**config.mk**
```make
export PLATFORM = sky130hd
export DESIGN_NAME = rr_req_buffer_flat
export DESIGN_NICKNAME = d
export VERILOG_FILES = /design/src/rtl/rr_req_buffer_if.sv /design/src/rtl/rr_req_buffer.sv /design/src/flat_wrapper.sv
export SDC_FILE = /design/constraint.sdc
export NUM_CORES = 1
export LEC_CHECK = 0
export ABC_AREA = 1
export BUFFER_PORTS_ARGS = -buffer_cell sky130_fd_sc_hd__clkbuf_2
export CAP_MARGIN = 5
export CORE_ASPECT_RATIO = 0.75
export CORE_UTILIZATION = 35
export CTS_CLUSTER_DIAMETER = 60
export DETAILED_ROUTE_END_ITERATION = 8
export GPL_TIMING_DRIVEN = 0
export PLACE_DENSITY_LB_ADDON = 0.1
export SLEW_MARGIN = 20
export SYNTH_ARGS = -nofsm -noshare
export SYNTH_HDL_FRONTEND = slang
export SYNTH_SLANG_ARGS = --single-unit
```
**constraint.sdc**
```tcl
create_clock -name clk -period 3.98 [get_ports clk]
set_clock_uncertainty 0.2 [all_clocks]
set_input_delay 0.995 -clock clk [delete_from_list [all_inputs] [get_ports clk]]
set_output_delay 0.995 -clock clk [all_outputs]
set_load 0.1 [all_outputs]
```
**src/rtl/rr_req_buffer_if.sv**
```systemverilog
// Handshake bundle between N clients, the round-robin arbiter and the rr_req_buffer output port.
// The buffer connects through the slave modport; the driving side (clients/arbiter model) uses master.
interface rr_req_buffer_if #(
   parameter int N  = 4,
   parameter int DW = 8
);
   localparam int IW = (N > 1) ? $clog2(N) : 1;

   logic [N-1:0]    in_valid;
   logic [N*DW-1:0] in_data;
   logic [N-1:0]    in_ready;
   logic [N-1:0]    req;
   logic [N-1:0]    grant;
   logic            out_valid;
   logic [DW-1:0]   out_data;
   logic [IW-1:0]   out_id;
   logic            grant_err;

   modport master (
      output in_valid, in_data, grant,
      input  in_ready, req, out_valid, out_data, out_id, grant_err
   );

   modport slave (
      input  in_valid, in_data, grant,
      output in_ready, req, out_valid, out_data, out_id, grant_err
   );
endinterface

```
**src/rtl/rr_req_buffer.sv**
```systemverilog
// Per-client FIFOs feeding a round-robin arbiter: req from occupancy, grant pops one head word per cycle.
// Optional grant protocol checker enabled by defining RR_REQ_BUF_GRANT_CHK_EN.
module rr_req_buffer #(
   parameter int N     = 4,
   parameter int DW    = 8,
   parameter int DEPTH = 4
) (
   input logic            clk,
   input logic            reset,
   rr_req_buffer_if.slave bus
);
   localparam int IW = (N > 1) ? $clog2(N) : 1;
   localparam int PW = $clog2(DEPTH);
   localparam int CW = PW + 1;
   localparam logic [CW-1:0] FULL = CW'(DEPTH);

   logic [DW-1:0] mem_q    [N][DEPTH];
   logic [DW-1:0] mem_d    [N][DEPTH];
   logic [PW-1:0] rd_ptr_q [N];
   logic [PW-1:0] rd_ptr_d [N];
   logic [PW-1:0] wr_ptr_q [N];
   logic [PW-1:0] wr_ptr_d [N];
   logic [CW-1:0] cnt_q    [N];
   logic [CW-1:0] cnt_d    [N];
   logic          out_valid_q, out_valid_d;
   logic [DW-1:0] out_data_q, out_data_d;
   logic [IW-1:0] out_id_q, out_id_d;

   logic [N-1:0]  in_ready_s;
   logic [N-1:0]  req_s;
   logic [N-1:0]  push_s;
   logic [N-1:0]  pop_s;
   logic [IW-1:0] pop_idx_s;
   logic          one_hot_s;
   logic          pop_ok_s;

   // Occupancy flags; a full FIFO refuses pushes even while it is being popped
   always_comb begin
      in_ready_s = '0;
      req_s      = '0;
      for (int i = 0; i < N; i++) begin
         in_ready_s[i] = (cnt_q[i] != FULL) && !reset;
         req_s[i]      = (cnt_q[i] != '0);
      end
   end

   // Grant decode: only a one-hot grant to a non-empty FIFO pops
   always_comb begin
      pop_idx_s = '0;
      for (int i = 0; i < N; i++) begin
         pop_idx_s = pop_idx_s | (bus.grant[i] ? IW'(i) : '0);
      end
      one_hot_s = (bus.grant != '0) && ((bus.grant & (bus.grant - N'(1))) == '0);
      pop_ok_s  = one_hot_s && req_s[pop_idx_s];
   end

   // FIFO next state and output register next state
   always_comb begin
      mem_d    = mem_q;
      rd_ptr_d = rd_ptr_q;
      wr_ptr_d = wr_ptr_q;
      cnt_d    = cnt_q;
      push_s   = '0;
      pop_s    = '0;
      for (int i = 0; i < N; i++) begin
         push_s[i] = bus.in_valid[i] && in_ready_s[i];
         pop_s[i]  = pop_ok_s && (pop_idx_s == IW'(i));
         if (push_s[i]) begin
            mem_d[i][wr_ptr_q[i]] = bus.in_data[i*DW +: DW];
            wr_ptr_d[i]           = wr_ptr_q[i] + PW'(1);
         end else begin
            wr_ptr_d[i] = wr_ptr_q[i];
         end
         if (pop_s[i]) begin
            rd_ptr_d[i] = rd_ptr_q[i] + PW'(1);
         end else begin
            rd_ptr_d[i] = rd_ptr_q[i];
         end
         case ({push_s[i], pop_s[i]})
            2'b10:   cnt_d[i] = cnt_q[i] + CW'(1);
            2'b01:   cnt_d[i] = cnt_q[i] - CW'(1);
            default: cnt_d[i] = cnt_q[i];
         endcase
      end
      out_valid_d = pop_ok_s;
      if (pop_ok_s) begin
         out_data_d = mem_q[pop_idx_s][rd_ptr_q[pop_idx_s]];
         out_id_d   = pop_idx_s;
      end else begin
         out_data_d = out_data_q;
         out_id_d   = out_id_q;
      end
   end

   // State registers; reset discards all buffered words
   always_ff @(posedge clk) begin
      if (reset) begin
         for (int i = 0; i < N; i++) begin
            rd_ptr_q[i] <= '0;
            wr_ptr_q[i] <= '0;
            cnt_q[i]    <= '0;
            for (int j = 0; j < DEPTH; j++) begin
               mem_q[i][j] <= '0;
            end
         end
         out_valid_q <= 1'b0;
         out_data_q  <= '0;
         out_id_q    <= '0;
      end else begin
         mem_q       <= mem_d;
         rd_ptr_q    <= rd_ptr_d;
         wr_ptr_q    <= wr_ptr_d;
         cnt_q       <= cnt_d;
         out_valid_q <= out_valid_d;
         out_data_q  <= out_data_d;
         out_id_q    <= out_id_d;
      end
   end

`ifdef RR_REQ_BUF_GRANT_CHK_EN
   logic grant_err_q, grant_err_d;

   // Any non-zero grant that does not pop is multi-hot or hits an empty FIFO
   always_comb begin
      grant_err_d = grant_err_q | ((bus.grant != '0) && !pop_ok_s);
   end

   // Sticky error flag
   always_ff @(posedge clk) begin
      if (reset) begin
         grant_err_q <= 1'b0;
      end else begin
         grant_err_q <= grant_err_d;
      end
   end

   assign bus.grant_err = grant_err_q;
`else
   assign bus.grant_err = 1'b0;
`endif

   assign bus.in_ready  = in_ready_s;
   assign bus.req       = req_s;
   assign bus.out_valid = out_valid_q;
   assign bus.out_data  = out_data_q;
   assign bus.out_id    = out_id_q;
endmodule
```
**src/flat_wrapper.sv**
```systemverilog
// flat-port wrapper written by rule: the top's interface ports become plain ports
module rr_req_buffer_flat 
#(
   parameter int N     = 4,
   parameter int DW    = 8,
   parameter int DEPTH = 4
)
  (clk, reset, bus_in_valid, bus_in_data, bus_grant, bus_in_ready, bus_req, bus_out_valid, bus_out_data, bus_out_id, bus_grant_err);
  rr_req_buffer_if #(.N(N), .DW(DW)) bus_i ();
  input logic clk;
  input logic reset;
  input wire logic [$bits(bus_i.in_valid)-1:0] bus_in_valid;
  input wire logic [$bits(bus_i.in_data)-1:0] bus_in_data;
  input wire logic [$bits(bus_i.grant)-1:0] bus_grant;
  output wire logic [$bits(bus_i.in_ready)-1:0] bus_in_ready;
  output wire logic [$bits(bus_i.req)-1:0] bus_req;
  output wire logic [$bits(bus_i.out_valid)-1:0] bus_out_valid;
  output wire logic [$bits(bus_i.out_data)-1:0] bus_out_data;
  output wire logic [$bits(bus_i.out_id)-1:0] bus_out_id;
  output wire logic [$bits(bus_i.grant_err)-1:0] bus_grant_err;
  assign bus_i.in_valid = bus_in_valid;
  assign bus_i.in_data = bus_in_data;
  assign bus_i.grant = bus_grant;
  assign bus_in_ready = bus_i.in_ready;
  assign bus_req = bus_i.req;
  assign bus_out_valid = bus_i.out_valid;
  assign bus_out_data = bus_i.out_data;
  assign bus_out_id = bus_i.out_id;
  assign bus_grant_err = bus_i.grant_err;
  rr_req_buffer #(.N(N), .DW(DW), .DEPTH(DEPTH)) u_core (.clk(clk), .reset(reset), .bus(bus_i));
endmodule
```
==> metrics.cfg <==
[run_status]
status=complete, no violations

[setup_path]
endpoint_kind=flop
crit_path_start=bus_grant[2]
r2r_start=u_core.cnt_q[9]
max_stage_delay_ns=0.37
reg2reg_slack_ns=1.22
required_ns=4.11
path_class=input pin to flop
cp_cell_sequence=buf_2, inv_2, nand2_2, nor2_2, nand2_1, nand3_2, nor2_8, buf_6, nand2_1, inv_1, ha_1, inv_1, fa_1, a21oi_1, o21ai_0, o21ai_0, a21oi_1
critPathArrivalTime_ns=3.39
critical_path_buf_inv_count=5
crit_path_start_kind=input pin
crit_family=simple AND/OR/NAND/NOR gates
cp_max_fo=10
slowest_stage=fa_1

[timing]
slew_headroom_pct=35.3
grt_setup_unrepaired=false
final.period_utilization_pct=81.9
maxSlewViolCount=0
fin_crit_ns=3.26
tightest_slew_ns=0.971
fin_tns_setup_ns=0
setup_viol=0
fmax_mhz=307
holdWs_ns=0.287
hold_viol=0

[global_routing]
antenna_found_initial=0
grt_max_degree=17
grt_pass1_wl_um=41600
grt_usage_pct=24.2
grt_overflow=0
grt_pass1_vias=6896

[cells_and_area]
antenna_cells=0
drive_gt1_share_pct=14.4
nNetsFinal=1239
synthToLayoutAreaGrowth_pct=15.5
fillCellCount=2368

[placement]
gp_congestion=0.941
dp_hpwl_um=21000
port_buffers=58

[yosys]
postSynth.asyncResetShare_pct=0
syn_area_per_cell_um2=7.21
synth_area_leaders=dfxtp_1, a21oi_1, nand3_1
syn_inst=1096
synthesis.nets=1162
synth_cell_types=28
yosysTopAreaCell=dfxtp_1
synth_ff_type=dfxtp_1
synth_commonest_cells=dfxtp_1, a21oi_1, nand2_1
syn_area_um2=7900
synth_top_cell_area_share_pct=42.3
synth_edf_count=0
synth-warning-count=0
ys_ff_latch=167
yosysMostFrequentCell=dfxtp_1
ys_seq_area_share_pct=42.3

[detailed_routing]
first_pass_iters=5
via_count=7579
postRouteWirelength_um=27400
routed_via_density=5.12
wl_per_cell_um=18.5
drc=0
dr.first_iter.drc_count=666
antenna_left=0

[floorplan]
placementRows=47
initial_core_util_pct=35.7
die_area_um2=23200
io-pin-count=62
die_h_um=132
die_x_um=175
coreArea_um2=22100

[clocking]
cts_sinks=167
cts_tree=built
cts_root_buffer=clkbuf_16
cts_buffer_depth=2
htreeDepth=4
post_cts_resize_count=0
numCtsBuffers=17
clk_pin_slew_ns=0.07
post_cts_buffers=0
hold_buffers=0
clock_latency_ns=0.44

[power]
peakVddDrop_mv=0.287
p_leak_nw=4.16
power.density_nw_per_um2=446

[flow_run]
maxCapViolCount=0

[hold_path]
hold_path_class=flop to flop
holdCritStartpoint=u_core.cnt_q[9]

[flip-flops by register name (all words and copies together), names as in the netlist]
register	cells
u_core.wr_ptr_q	8
u_core.bus.out_id	2
u_core.bus.out_data	8
u_core.rd_ptr_q	8
u_core.bus.out_valid	1
u_core.mem_q	128
u_core.cnt_q	12
[report_power, final]
part           internal, mW  leakage, nW  total [mW]  switching, mW
clock                 0.884        0.270        1.63          0.748
combinational         0.156         2.54       0.639          0.484
sequential             1.75         1.36        1.80         0.0519
[layout make-up]
cell class / count / area (um2) / share of cell area (%)
sequential: 167 / 3340 / 36.6
clock inverter: 13 / 124 / 1.36
tap: 294 / 368 / 4.03
inverter: 102 / 385 / 4.22
clock buffer: 19 / 443 / 4.86
multi-input combinational: 760 / 3840 / 42.1
buffer: 67 / 329 / 3.61
timing repair buffer: 58 / 290 / 3.18
[layout by cell type (no fill, tap or decap), types with 7 or more instances in the layout]
master     instances
a21oi_1          158
buf_2             32
clkbuf_1          23
clkbuf_16         17
clkbuf_2          58
dfxtp_1          167
ha_1              20
inv_1             96
nand2_1          158
nand2_2            7
nand3_1          150
nor2_1            72
nor2_2            19
o21ai_0          149
[cell families (layout without fill, tap and decap cells)]
group                      count (synthesis)  count (layout)  share of synthesized area, %
AOI/OAI and AO/OA                        317             317                          20.4
and+or+nand+nor                          415             415                          23.7
DFF                                      167             167                          42.3
other                                      1               1                        0.0475
xor gates and xnor gates                   3               3                         0.333
buffers and inverters                    169             259                          9.05
adders and majority gates                 24              24                          4.18
[worst paths after layout]
check                           depth (start not counted)               to
worst max-delay path                                   17  u_core.cnt_q[2]
worst min-delay path                                    1  u_core.cnt_q[9]
worst max register to register                         16  u_core.cnt_q[2]
worst min register to register                          1  u_core.cnt_q[9]
[worst register-to-register path, delay by kind of cell, from the launching register on]
kind	cells	cell delay (ns)
buffers and inverters	4	0.37
DFF	1	0.37
and+or+nand+nor	6	0.74
AOI/OAI and AO/OA	4	0.47
adders and majority gates	2	0.51
[metrics by stage]
| step | cell area [um2] | utilization (%) | instances | power, mW | worst slack, ns |
|---|---|---|---|---|---|
| floorplan | 7900 | - | 1096 | 2.28 | 0.465 |
| global placement | 8560 | 38.7 | 1448 | 2.47 | 0.239 |
| detailed placement | 8560 | 38.7 | 1448 | 2.47 | 0.272 |
| CTS | 9120 | 41.3 | 1480 | 4.10 | 0.749 |
| global route | 9120 | 41.3 | 1480 | 4.24 | 0.447 |
| finish | 9120 | 41.3 | 1480 | 4.07 | 0.719 |
[metal layers]
layer / share of wire, % / vias up / wire length [um] / track usage [%]
li1: - / 3808 / - / -
met4: 1.5 / 0 / 410 / 7.10
met2: 39 / 218 / 10600 / 31.9
met3: 6.1 / 27 / 1680 / 4.70
met5: 0 / - / 0 / 0
met1: 54 / 3526 / 14800 / 38.5
No activity file was read; power rests on OpenSTA's default activity.
